**src/rtl/multicycle_sequencer.sv**
```systemverilog
`default_nettype none
// ============================================================================
//  Module      : multicycle_sequencer
//  Description : Control FSM for a multicycle RV32I core. Steers the shared
//                ALU (operand selects, ADD/decoded function), the PC/IR/
//                branch-target/register-file write strobes and the memory
//                request handshakes, and counts retired instructions.
//  Revision    : 1.0 - initial release
// ============================================================================
module multicycle_sequencer #(
    parameter int INSTRET_W = 32
) (
    input  logic                 clk,
    input  logic                 rst,
    input  logic                 start,
    input  logic [31:0]          instr,
    input  logic                 br_cond,
    input  logic                 imem_ready,
    input  logic                 dmem_ready,
    output logic                 imem_req,
    output logic                 ir_we,
    output logic                 pc_we,
    output logic [1:0]           pc_src,
    output logic                 tgt_we,
    output logic [1:0]           alu_src1,
    output logic [1:0]           alu_src2,
    output logic                 alu_func_sel,
    output logic                 dmem_req,
    output logic                 dmem_we,
    output logic                 rf_we,
    output logic [1:0]           wb_sel,
    output logic                 retire,
    output logic [INSTRET_W-1:0] instret,
    output logic                 halted,
    output logic [2:0]           state
);

    // ------------------------------------------------------------------------
    // Opcodes recognised by the sequencer
    // ------------------------------------------------------------------------
    localparam logic [6:0] c_OP_R     = 7'b0110011;
    localparam logic [6:0] c_OP_I     = 7'b0010011;
    localparam logic [6:0] c_OP_LOAD  = 7'b0000011;
    localparam logic [6:0] c_OP_STORE = 7'b0100011;
    localparam logic [6:0] c_OP_BR    = 7'b1100011;
    localparam logic [6:0] c_OP_LUI   = 7'b0110111;
    localparam logic [6:0] c_OP_AUIPC = 7'b0010111;
    localparam logic [6:0] c_OP_JAL   = 7'b1101111;
    localparam logic [6:0] c_OP_JALR  = 7'b1100111;

    // Select encodings
    localparam logic [1:0] c_SRC1_RS1    = 2'd0;
    localparam logic [1:0] c_SRC1_PC     = 2'd1;
    localparam logic [1:0] c_SRC1_OLDPC  = 2'd2;
    localparam logic [1:0] c_SRC1_ZERO   = 2'd3;
    localparam logic [1:0] c_SRC2_RS2    = 2'd0;
    localparam logic [1:0] c_SRC2_IMM    = 2'd1;
    localparam logic [1:0] c_SRC2_FOUR   = 2'd2;
    localparam logic [1:0] c_PCSRC_ALU   = 2'd0;
    localparam logic [1:0] c_PCSRC_TGT   = 2'd1;
    localparam logic [1:0] c_PCSRC_ALU0  = 2'd2;
    localparam logic [1:0] c_WB_ALU      = 2'd0;
    localparam logic [1:0] c_WB_LOAD     = 2'd1;
    localparam logic [1:0] c_WB_PC       = 2'd2;

    localparam logic [INSTRET_W-1:0] c_INSTRET_ONE = {{(INSTRET_W-1){1'b0}}, 1'b1};

    typedef enum logic [2:0] {
        S_IDLE   = 3'd0,
        S_FETCH  = 3'd1,
        S_DECODE = 3'd2,
        S_EXEC   = 3'd3,
        S_MEM    = 3'd4,
        S_WB     = 3'd5,
        S_HALT   = 3'd6
    } state_t;

    state_t                 state_q;
    state_t                 state_d;
    logic [INSTRET_W-1:0]   instret_q;
    logic [INSTRET_W-1:0]   instret_d;

    logic [6:0]             w_opcode;
    logic                   w_is_load;
    logic                   w_is_store;
    logic                   w_unused_instr;

    assign w_opcode       = instr[6:0];
    assign w_is_load      = (w_opcode == c_OP_LOAD);
    assign w_is_store     = (w_opcode == c_OP_STORE);
    // Only the opcode field matters to sequencing; the rest goes to the datapath
    assign w_unused_instr = ^instr[31:7];

    assign state   = state_q;
    assign instret = instret_q;

    // State and retired-count registers; reset aborts any access in flight
    always_ff @(posedge clk or posedge rst) begin
        if (rst) begin
            state_q   <= S_IDLE;
            instret_q <= '0;
        end else begin
            state_q   <= state_d;
            instret_q <= instret_d;
        end
    end

    // Retired-instruction counter, wraps naturally at all-ones
    always_comb begin
        instret_d = instret_q;
        if (retire) begin
            instret_d = instret_q + c_INSTRET_ONE;
        end
    end

    // Next-state and per-cycle control strobes
    always_comb begin
        state_d      = state_q;
        imem_req     = 1'b0;
        ir_we        = 1'b0;
        pc_we        = 1'b0;
        pc_src       = c_PCSRC_ALU;
        tgt_we       = 1'b0;
        alu_src1     = c_SRC1_RS1;
        alu_src2     = c_SRC2_RS2;
        alu_func_sel = 1'b0;
        dmem_req     = 1'b0;
        dmem_we      = 1'b0;
        rf_we        = 1'b0;
        wb_sel       = c_WB_ALU;
        retire       = 1'b0;
        halted       = 1'b0;

        case (state_q)
            S_IDLE: begin
                if (start) begin
                    state_d = S_FETCH;
                end
            end

            S_FETCH: begin
                // ALU forms PC+4 while the fetch is outstanding
                imem_req = 1'b1;
                alu_src1 = c_SRC1_PC;
                alu_src2 = c_SRC2_FOUR;
                if (imem_ready) begin
                    ir_we   = 1'b1;
                    pc_we   = 1'b1;
                    pc_src  = c_PCSRC_ALU;
                    state_d = S_DECODE;
                end
            end

            S_DECODE: begin
                // Speculative branch/jump target: old PC + imm
                tgt_we   = 1'b1;
                alu_src1 = c_SRC1_OLDPC;
                alu_src2 = c_SRC2_IMM;
                state_d  = S_EXEC;
            end

            S_EXEC: begin
                case (w_opcode)
                    c_OP_R: begin
                        alu_func_sel = 1'b1;
                        state_d      = S_WB;
                    end
                    c_OP_I: begin
                        alu_src2     = c_SRC2_IMM;
                        alu_func_sel = 1'b1;
                        state_d      = S_WB;
                    end
                    c_OP_LOAD, c_OP_STORE: begin
                        alu_src2 = c_SRC2_IMM;
                        state_d  = S_MEM;
                    end
                    c_OP_BR: begin
                        alu_func_sel = 1'b1;
                        if (br_cond) begin
                            pc_we  = 1'b1;
                            pc_src = c_PCSRC_TGT;
                        end
                        retire  = 1'b1;
                        state_d = S_FETCH;
                    end
                    c_OP_LUI: begin
                        alu_src1 = c_SRC1_ZERO;
                        alu_src2 = c_SRC2_IMM;
                        state_d  = S_WB;
                    end
                    c_OP_AUIPC: begin
                        alu_src1 = c_SRC1_OLDPC;
                        alu_src2 = c_SRC2_IMM;
                        state_d  = S_WB;
                    end
                    c_OP_JAL: begin
                        // Link value is the PC before this edge (old PC + 4)
                        rf_we   = 1'b1;
                        wb_sel  = c_WB_PC;
                        pc_we   = 1'b1;
                        pc_src  = c_PCSRC_TGT;
                        retire  = 1'b1;
                        state_d = S_FETCH;
                    end
                    c_OP_JALR: begin
                        alu_src2 = c_SRC2_IMM;
                        rf_we    = 1'b1;
                        wb_sel   = c_WB_PC;
                        pc_we    = 1'b1;
                        pc_src   = c_PCSRC_ALU0;
                        retire   = 1'b1;
                        state_d  = S_FETCH;
                    end
                    default: begin
                        state_d = S_HALT;
                    end
                endcase
            end

            S_MEM: begin
                dmem_req = 1'b1;
                dmem_we  = w_is_store;
                if (dmem_ready) begin
                    if (w_is_store) begin
                        retire  = 1'b1;
                        state_d = S_FETCH;
                    end else begin
                        state_d = S_WB;
                    end
                end
            end

            S_WB: begin
                rf_we   = 1'b1;
                wb_sel  = w_is_load ? c_WB_LOAD : c_WB_ALU;
                retire  = 1'b1;
                state_d = S_FETCH;
            end

            S_HALT: begin
                halted = 1'b1;
            end

            default: begin
                state_d = S_IDLE;
            end
        endcase
    end

endmodule
`default_nettype wire

```
**config.mk**
```make
export PLATFORM = sky130hd
export DESIGN_NAME = multicycle_sequencer
export DESIGN_NICKNAME = d
export VERILOG_FILES = /design/src/rtl/multicycle_sequencer.sv
export SDC_FILE = /design/constraint.sdc
export NUM_CORES = 1
export LEC_CHECK = 0
export ABC_AREA = 0
export CAP_MARGIN = 20
export CORE_ASPECT_RATIO = 0.9
export CORE_UTILIZATION = 28
export DETAILED_ROUTE_END_ITERATION = 8
export PLACE_DENSITY = 0.57
export SLEW_MARGIN = 20
export SYNTH_ARGS = -nofsm -noshare
export SYNTH_HDL_FRONTEND = slang
export SYNTH_SLANG_ARGS = --single-unit
```
**constraint.sdc**
```tcl
create_clock -name clk -period 6.7 [get_ports clk]
set_input_delay 2.01 -clock clk [delete_from_list [all_inputs] [get_ports clk]]
set_output_delay 2.01 -clock clk [all_outputs]
set_load 0.005 [all_outputs]
```
==> flow_metrics.tcl <==
set metrics [dict create \
    io_pins 91 \
    synth-edff-count 0 \
    fillers 637 \
    fp.coreArea_um2 6691 \
    critPathTopFamily "buffers and inverters" \
    leakage_nw 1.251 \
    yosysWarningCount 0 \
    layout_commonest_cell "clkdlybuf4s50_1" \
    tightest_slew_ns 0.7207 \
    slew_headroom 0.5158 \
    clk_latency_ns 0.29 \
    clkSinkCount 35 \
    cts_setup_buffers 0 \
    grt_setup_unrepaired "false" \
    post-route-util 0.4188 \
    skew_ns 0.007672 \
    synth_fp_nets 241 \
    fin_crit_ns 6.195 \
    intPower_mw 0.4285 \
    start_kind "input port" \
    layout_setup_ws_ns 0.5053 \
    combPwrFrac 0.338 \
    globalplace.congestion 0.7906 \
    cp.required_ns 4.69 \
    syn-cell-area_um2 1964 \
    clockRootBuffer "clkbuf_8" \
    rrSetupSlack_ns 4.56 \
    die_area_um2 7355 \
    start_util 0.2936 \
    fin_setup_tns_ns 0 \
    fp.dieW_um 90.29 \
    synthToLayoutAreaGrowth_pct 42.68 \
    placed_area_um2 2721 \
    async_reset_ff_frac 1.000 \
    switching_power_mw 0.2084 \
    power_mw 0.6368 \
    via_per_inst 4.785 \
    drive_gt1_frac 0.05128 \
    slew_violations 0 \
    crit_top_cell "clkdlybuf4s50_1" \
    vias 1737 \
    final_net_count 311 \
    place_inst 355 \
    power_density_nw_per_um2 227.2 \
    max_freq_ghz 0.1614 \
    ctsResizeCount 0 \
    synth_flop_cell "dfrtp_1" \
    critPathMaxStageDelay_ns 0.62 \
    endpoint_kind "output port" \
    worstPathArrival_ns 4.18 \
    htree_levels 2 \
    power_frac_clock 0.229 \
    holdWs_ns 0.4758 \
    row_count 28 \
    crit_chain "clkdlybuf4s50_1 > nand3b_1 > nor4_4 > nor3_1 > inv_2 > clkdlybuf4s50_1" \
    slowest_stage "nor3_1" \
    cts_buffers 5 \
    dpl_worst_slack_ns 0.4850 \
    drc_errors 0 \
    antenna_found_initial 0 \
    cts.clk_slew.worst_paths_ns 0.06 \
    seq_power_share 0.432 \
    avgRoutedWirePerCell_um 13.23 \
    path_max_fanout 6 \
    io_buffers 65 \
    path_buf_inv 3 \
    die_y_um 81.46 \
    track_usage 0.1409 \
    ant_nets 0 \
    cts_tree "yes" \
    dr.pass1.iters 4 \
    avgSynthCellArea_um2 9.725 \
    final_cells 363 \
    drt_wl_total_mm 4.802 \
    vdd_ir_drop_max_mv 0.1372 \
    clockBufferDepth 2 \
    dp_hpwl_mm 3.604 \
    final_area_um2 2803 \
    drv_cap 0 \
    grt_start_max_net_pins 27 \
    final_cell_mix "clkdlybuf4s50_1, dfrtp_1, xor2_1, nor3_1, nand2_1" \
    post-route-period-util 0.9246 \
    num_antenna_cells 0 \
    ys_ff_latch 35 \
    final_hold_viol_count 0 \
    ctsHoldBuffers 0 \
    ys_seq_area_frac 0.4459 \
    hold_path_class "register to register" \
    crit_type "input port to output port" \
    ys_types 38 \
    first_iter_violations 50 \
    grt_pass1_wl_mm 8.224 \
    swShare 0.3272 \
    outcome "complete, no violations" \
    overflow 0 \
    syn_inst 202 \
    grt_pass1_vias 1744 \
    setup_viol 0 \
]
power by group through the flow:
stage | combinational [mW] | sequential, mW | clock (mW)
global placement | 0.216 | 0.281 | 0
global route | 0.238 | 0.281 | 0.164
CTS | 0.219 | 0.276 | 0.151
floorplan | 0.118 | 0.255 | 0
detailed placement | 0.216 | 0.280 | 0
finish | 0.216 | 0.275 | 0.146
registers in the layout (all words and copies together), names as in the netlist:
signal	flops
instret	32
state	3
synthesized netlist by cell type (all sizes together) (6+ instances only):
cell type / instances / area (um2)
xor2: 22 / 192.7
nor2: 13 / 48.80
a21oi: 6 / 30.03
dfrtp: 35 / 875.8
inv: 9 / 33.78
nand4: 6 / 37.54
xnor2: 9 / 78.83
nor4: 8 / 95.09
nor3: 15 / 75.07
nor3b: 8 / 60.06
nand2: 14 / 52.55
nand3: 11 / 55.05
cell families (layout without fill, tap and decap cells):
group	after synthesis	count (layout)	share of synthesized area
XOR/XNOR	31	31	0.1382
buffers and inverters	14	85	0.03185
AND/OR/NAND/NOR	103	103	0.3159
AO/OA/AOI/OAI	18	18	0.06179
flip-flops	35	35	0.4459
adder cells (fa/ha/maj)	1	1	0.006368
worst register-to-register path, stage by stage (launching register included):
cell and delay (ns):
dfrtp_1 0.55, nand3b_1 0.32, nor4_4 0.07, nor3_1 0.57, inv_2 0.15, and4_1 0.24
xor2_1 0.13
cell type report:
class / count / area (um2) / area share
well taps: 90 / 112.6 / 0.04018
repair buffers: 68 / 673.1 / 0.2402
clock buffers: 7 / 76.32 / 0.02723
inverters: 9 / 33.78 / 0.01205
clock inverters: 1 / 5.005 / 0.001786
flip-flops and latches: 35 / 875.8 / 0.3125
multi-input cells: 153 / 1026 / 0.3661
metal layers:
layer | global-route usage | up-vias | part of all wire
li1 | - | 856 | -
met1 | 0.1705 | 813 | 0.47
met2 | 0.2328 | 61 | 0.45
met3 | 0.05648 | 7 | 0.076
met4 | 0.04355 | 0 | 0.0083
met5 | 0 | - | 0
path summary, 6_finish.rpt:
path / cells past startpoint / from / to
min in group asynchronous: 2 / rst / state[2]
hold reg to reg: 1 / instret[31] / instret[31]
setup / recovery: 6 / instr[3] / retire
hold / removal: 1 / instret[31] / instret[31]
max in group asynchronous: 3 / rst / instret[4]
setup reg to reg: 6 / state[2] / instret[18]
Power figures use the tool's default switching activity.
